--- config.mk ---
export PLATFORM = sky130hd
export DESIGN_NAME = score_keeper
export DESIGN_NICKNAME = d
export VERILOG_FILES = /design/src/rtl/score_pkg.sv /design/src/rtl/score_keeper_bcd_step.sv /design/src/rtl/score_keeper.sv
export SDC_FILE = /design/constraint.sdc
export NUM_CORES = 1
export LEC_CHECK = 0
export ABC_CLOCK_PERIOD_IN_PS = 7000
export CORE_MARGIN = 3
export CORE_UTILIZATION = 59
export CTS_BUF_LIST = sky130_fd_sc_hd__clkbuf_16
export CTS_CLUSTER_DIAMETER = 150
export DETAILED_ROUTE_END_ITERATION = 16
export PLACE_DENSITY = 0.85
export SLEW_MARGIN = 10
export SYNTH_ARGS = -nofsm -noshare
export SYNTH_HDL_FRONTEND = slang
export SYNTH_SLANG_ARGS = --single-unit
--- constraint.sdc ---
create_clock -name CLK -period 7 [get_ports CLK]
set_clock_uncertainty 0.1 [all_clocks]
set_input_delay 0.7 -clock CLK [delete_from_list [all_inputs] [get_ports CLK]]
set_output_delay 0.7 -clock CLK [all_outputs]
set_load 0.02 [all_outputs]
--- src/rtl/score_pkg.sv ---
// Shared types and constants for the score keeper and its BCD arithmetic helper.
// Scores are two packed BCD digits {tens, ones}.
package score_pkg;

    typedef logic [3:0] bcdDigit_t;
    typedef logic [7:0] bcdScore_t;
    typedef logic [1:0] state_t;

    localparam state_t IDLE  = 2'd0;
    localparam state_t PLAY  = 2'd1;
    localparam state_t MAXED = 2'd2;

    localparam bcdScore_t BCD_ZERO      = 8'h00;
    localparam bcdDigit_t DEF_STEP_UP   = 4'd1;
    localparam bcdDigit_t DEF_STEP_DOWN = 4'd1;
    localparam bcdScore_t DEF_MAX_SCORE = 8'h99;

endpackage

--- src/rtl/score_keeper_bcd_step.sv ---
// Combinational BCD step: applies (add - sub) to a 2-digit BCD score with
// per-digit carry/borrow, clamping to [00, max] and flagging any clamp.
module bcd_step
    import score_pkg::*;
(
    input  bcdScore_t score,
    input  bcdDigit_t add,
    input  bcdDigit_t sub,
    input  bcdScore_t max,
    output bcdScore_t result,
    output logic      clipped
);

    // Returns {clipped, score}; tens below 0 or above 9 means the digit chain over/underflowed.
    function automatic logic [8:0] saturate(
        input logic signed [5:0] tens,
        input logic signed [5:0] ones,
        input bcdScore_t         lim
    );
        bcdScore_t cand;
        cand = {tens[3:0], ones[3:0]};
        if (tens < 6'sd0) return {1'b1, BCD_ZERO};
        if (tens > 6'sd9 || cand > lim) return {1'b1, lim};
        return {1'b0, cand};
    endfunction

    logic signed [5:0] stepNet;
    logic signed [5:0] onesRaw;
    logic signed [5:0] onesAdj;
    logic signed [5:0] tensAdj;

    always_comb begin
        stepNet = $signed({2'b00, add}) - $signed({2'b00, sub});
        onesRaw = $signed({2'b00, score[3:0]}) + stepNet;
        onesAdj = onesRaw;
        tensAdj = $signed({2'b00, score[7:4]});
        if (onesRaw > 6'sd9) begin
            onesAdj = onesRaw - 6'sd10;
            tensAdj = tensAdj + 6'sd1;
        end else if (onesRaw < 6'sd0) begin
            onesAdj = onesRaw + 6'sd10;
            tensAdj = tensAdj - 6'sd1;
        end
        {clipped, result} = saturate(tensAdj, onesAdj, max);
    end

endmodule

--- src/rtl/score_keeper.sv ---
// Running score and session high score in BCD, driven by rising edges of the
// game controller's scoreUp / scoreDown / scoreRst requests.
module score_keeper
    import score_pkg::*;
#(
    parameter bcdDigit_t STEP_UP   = DEF_STEP_UP,
    parameter bcdDigit_t STEP_DOWN = DEF_STEP_DOWN,
    parameter bcdScore_t MAX_SCORE = DEF_MAX_SCORE
) (
    input  logic      CLK,
    input  logic      RST,
    input  logic      scoreUp,
    input  logic      scoreDown,
    input  logic      scoreRst,
    output bcdScore_t currentScore,
    output bcdScore_t highScore,
    output logic      newHigh,
    output logic      satPulse
);

    logic      upPrev;
    logic      downPrev;
    logic      rstPrev;
    logic      armed;
    logic      evUp;
    logic      evDown;
    logic      evRst;
    logic      evStep;
    bcdDigit_t stepAdd;
    bcdDigit_t stepSub;
    bcdScore_t stepResult;
    logic      stepClipped;
    state_t    state;
    state_t    nextState;

    // armed stays low for the first edge after reset so a request held across release is not an event
    assign evUp    = armed & scoreUp   & ~upPrev;
    assign evDown  = armed & scoreDown & ~downPrev;
    assign evRst   = armed & scoreRst  & ~rstPrev;
    assign evStep  = (evUp | evDown) & ~evRst;
    assign stepAdd = evUp   ? STEP_UP   : 4'd0;
    assign stepSub = evDown ? STEP_DOWN : 4'd0;

    bcd_step uStep (
        .score   (currentScore),
        .add     (stepAdd),
        .sub     (stepSub),
        .max     (MAX_SCORE),
        .result  (stepResult),
        .clipped (stepClipped)
    );

    always_comb begin
        nextState = state;
        case (state)
            IDLE, PLAY: if (evStep) nextState = (stepResult == MAX_SCORE) ? MAXED : PLAY;
            MAXED:      if (evDown) nextState = (stepResult == MAX_SCORE) ? MAXED : PLAY;
            default:    nextState = IDLE;
        endcase
        if (evRst) nextState = IDLE;
    end

    always_ff @(posedge CLK or posedge RST) begin
        if (RST) begin
            upPrev       <= 1'b0;
            downPrev     <= 1'b0;
            rstPrev      <= 1'b0;
            armed        <= 1'b0;
            state        <= IDLE;
            currentScore <= BCD_ZERO;
            highScore    <= BCD_ZERO;
            newHigh      <= 1'b0;
            satPulse     <= 1'b0;
        end else begin
            upPrev   <= scoreUp;
            downPrev <= scoreDown;
            rstPrev  <= scoreRst;
            armed    <= 1'b1;
            state    <= nextState;
            satPulse <= evStep & stepClipped;
            if (evRst) begin
                currentScore <= BCD_ZERO;
                newHigh      <= 1'b0;
            end else begin
                if (evStep) currentScore <= stepResult;
                if (currentScore > highScore) newHigh <= 1'b1;
            end
            // high score follows the registered current score one edge later
            if (currentScore > highScore) highScore <= currentScore;
        end
    end

endmodule
==> flow_summary_export.csv <==
group,metric,value,unit
outcome,status,"completed",
sta,max_freq,0.242,GHz
grt,met2_usage,42.6,%
yosys,synth_seq_cells,22,
detailed_routing,drc_errors,0,
sta,fin_hold_ws,0.421,ns
yosys,avgSynthCellArea,9.54,um2
sta,fin_crit_sh,59.0,%
setup_path,cp-end-kind,"register",
cells_and_area,multiInputGateArea,1060,um2
grt,grt_pass1_wl,6840,um
setup_path,reg2regPathDepth,16,
setup_path,worstSetupStartpointType,"input pin",
detailed_routing,vias,1483,
clocking,cts_resized,0,
power,p_leak,0.924,nW
cells_and_area,area_delta_synth_final,19.2,%
job,maxCapViolations,0,
die,die_y,60.0,um
cells_and_area,final_area,2050,um2
detailed_routing,drtPass1Iterations,5,
clocking,clockBufferDepth,2,
grt,top_usage_layer,"met2",
grt,grt-ovfl-total,0,
die,dieWidth,60.0,um
setup_path,cp.arrival,4.17,ns
die,initial_core_util,65.8,%
power,power.total,0.000949,W
setup_path,critPathRequiredTime,7.04,ns
clocking,clock-sinks,22,
sta,hold_viol,0,
sta,fin_crit,4.13,ns
grt,met3_usage,4.10,%
cells_and_area,num-fill-cells,170,
setup_path,endpoint,"currentScore[2]$_DFFE_PP0P_",
clocking,cts_made_buffers,3,
yosys,netlist_area,1720,um2
sta,slew_headroom,29.6,%
yosys,synthFlopType,"dfrtp_1",
clocking,cts-htree-levels,1,
setup_path,worstSetupStartpoint,"scoreDown",
yosys,synth_fp_nets,202,
place,dp_hpwl,2840,um
clocking,cts_setup_buffers,0,
sta,tightestPinTransition,1.05,ns
yosys,synthTopCellsByArea,"dfrtp_1 (32%), ha_1 (12%), inv_1 (4.2%)",
worst_hold_path,holdCritStartpoint,"newHigh$_DFFE_PP0P_",
grt,antenna_found_initial,0,
setup_path,r2r_start,"armed$_DFF_PP0_",
clocking,cts_hold_buf,0,
detailed_routing,drtIter0Drc,102,
clocking,clk_latency,0.26,ns
setup_path,worst-path-max-fanout,10,
clocking,cts_tree,"built",
place,numPortBuffers,22,
grt,grt_max_degree,23,
sta,rsz0062_at_grt,"false",
yosys,synth_cells,180,
sta,drv_slew,0,
clocking,clockRootBuffer,"clkbuf_16",
grt,grt_pass1_vias,1498,
sta,finalSetupTns,0,ns
worst_hold_path,hp-class,"reg -> reg",
yosys,ys_warn_count,0,
die,rows,18,
grt,grtUsageTotal,25.1,%
cells_and_area,antennaDiodeCount,0,
place,place_congestion,0.879,
cells_and_area,drive_gt1_share,11.8,%
place,dpl_cell_area,1940,um2
detailed_routing,antenna_left,0,
die,die_area,3600,um2
yosys,synth_area_leader_cell,"dfrtp_1",
yosys,seq_area_frac_synth,32.0,%
sta,setup-violations-final,0,
cells_and_area,ff_latch_area,551,um2
setup_path,reg2reg_slack,3.43,ns
detailed_routing,wl,3920,um
cells_and_area,final_nets,226,
die,io_pins,23,
power,max-vdd-ir-drop,364,uV
die,coreArea,2610,um2
detailed_routing,vias_per_cell,6.36,
clocking,clkTransAtPathRegs,0.06,ns
setup_path,reg2reg_to,"currentScore[2]$_DFFE_PP0P_",
detailed_routing,wl_per_cell,16.8,um
grt,grtUsageMet1,32.0,%
cells_and_area,fin_util,78.4,%
yosys,synth.distinct_cells,54,
setup_path,crit_type,"in -> reg",
yosys,synth_edf_count,0,
yosys,synth_top_area_share,32.0,%
power,pwr_density_cell,464,nW/um2
yosys,synthArstFlopShare,100,%
==> metal layers <==
| metal | vias to the layer above | routed length [um] |
|---|---|---|
| li1 | 704 | - |
| met1 | 694 | 1660 |
| met2 | 74 | 1900 |
| met3 | 11 | 276 |
| met4 | 0 | 80 |
| met5 | - | 0 |
==> critical path, stage by stage <==
cell and delay (ns):
clkdlybuf4s50_1 0.47, nand2_1 0.05, or2_2 0.28, inv_1 0.08
ha_1 0.38, xor2_1 0.12, ha_1 0.25, a21oi_1 0.24
xnor2_2 0.18, inv_1 0.11, ha_1 0.22, nor2_1 0.14
a21oi_1 0.09, o22ai_1 0.18, o21ai_0 0.13, a31o_2 0.27
a32o_1 0.24
==> cells by family (layout without fill, tap and decap cells) <==
| logic type | Yosys count | after routing | share of synthesized area (%) |
|---|---|---|---|
| multiplexers | 9 | 9 | 5.54 |
| AND/OR/NAND/NOR | 50 | 50 | 16.7 |
| flip-flops | 22 | 22 | 32.0 |
| adder cells (fa/ha/maj) | 17 | 17 | 12.4 |
| XOR/XNOR | 6 | 6 | 3.93 |
| AO/OA/AOI/OAI | 53 | 53 | 23.1 |
| other | 1 | 1 | 0.218 |
| buffers and inverters | 22 | 45 | 6.12 |
==> worst min-delay path by stage <==
stage / slack [ns] / end / cells after the start
4_1_cts: 0.43 / newHigh$_DFFE_PP0P_ / 2
3_3_place_gp: 0.40 / newHigh$_DFFE_PP0P_ / 2
2_1_floorplan: 0.43 / newHigh$_DFFE_PP0P_ / 2
3_5_place_dp: 0.41 / newHigh$_DFFE_PP0P_ / 2
5_1_grt: 0.47 / newHigh$_DFFE_PP0P_ / 2
6_report: 0.42 / newHigh$_DFFE_PP0P_ / 2
==> Yosys cell counts, drive strengths merged, types with 2 or more instances <==
library cell,n
dfrtp,22
inv,19
ha,17
o21ai,14
a21oi,13
nor2,11
nand2,8
a211oi,6
nand3,6
mux2i,5
mux2,4
nor3,4
xnor2,4
buf,3
nand4,3
or2,3
a211o,2
a22o,2
and3,2
nand3b,2
o211ai,2
o21a,2
or3,2
or3b,2
xor2,2
==> flip-flops by register name, indices dropped and copies added (netlist names) <==
signal and cells:
armed 1, rstPrev 1, newHigh 1, downPrev 1
satPulse 1, currentScore 8, upPrev 1, highScore 8
==> power breakdown <==
part | leakage [nW] | internal, W | switching [W]
Combinational | 0.588 | 0.000260 | 0.000311
Sequential | 0.285 | 0.000164 | 0.0000532
Clock | 0.0511 | 0.000114 | 0.0000478
Total | 0.924 | 0.000537 | 0.000412
==> cell type report <==
class                      instances  share of cell area (%)
clock inverter                     1                    1.47
tap                               30                    1.83
inverter                          19                    3.48
multi-input combinational        136                    51.9
timing repair buffer              22                    10.8
sequential                        22                    26.9
clock buffer                       3                    3.67
==> metrics by stage <==
stage / setup WS (ns) / cells
global route: 2.64 / 233
detailed placement: 2.72 / 229
CTS: 2.91 / 233
global placement: 2.80 / 229
floorplan: 3.50 / 180
finish: 2.87 / 233
==> cells in the final DEF (no fill, tap or decap), types with 2 or more instances in the layout <==
master	netlist	final
or2_2	2	2
ha_1	17	17
or3_1	2	2
mux2_2	4	4
o21ai_0	12	12
nand4_1	3	3
nand3_1	6	6
xnor2_2	2	2
a21oi_1	13	13
dfrtp_1	22	22
nand3b_1	2	2
clkbuf_16	0	3
mux2i_1	5	5
clkdlybuf4s50_1	0	22
xor2_1	2	2
a211o_1	2	2
a211oi_1	5	5
nor2_1	10	10
inv_1	19	19
xnor2_1	2	2
nand2_1	8	8
nor3_1	4	4
or3b_1	2	2
and3_1	2	2
Power figures use the tool's default switching activity.
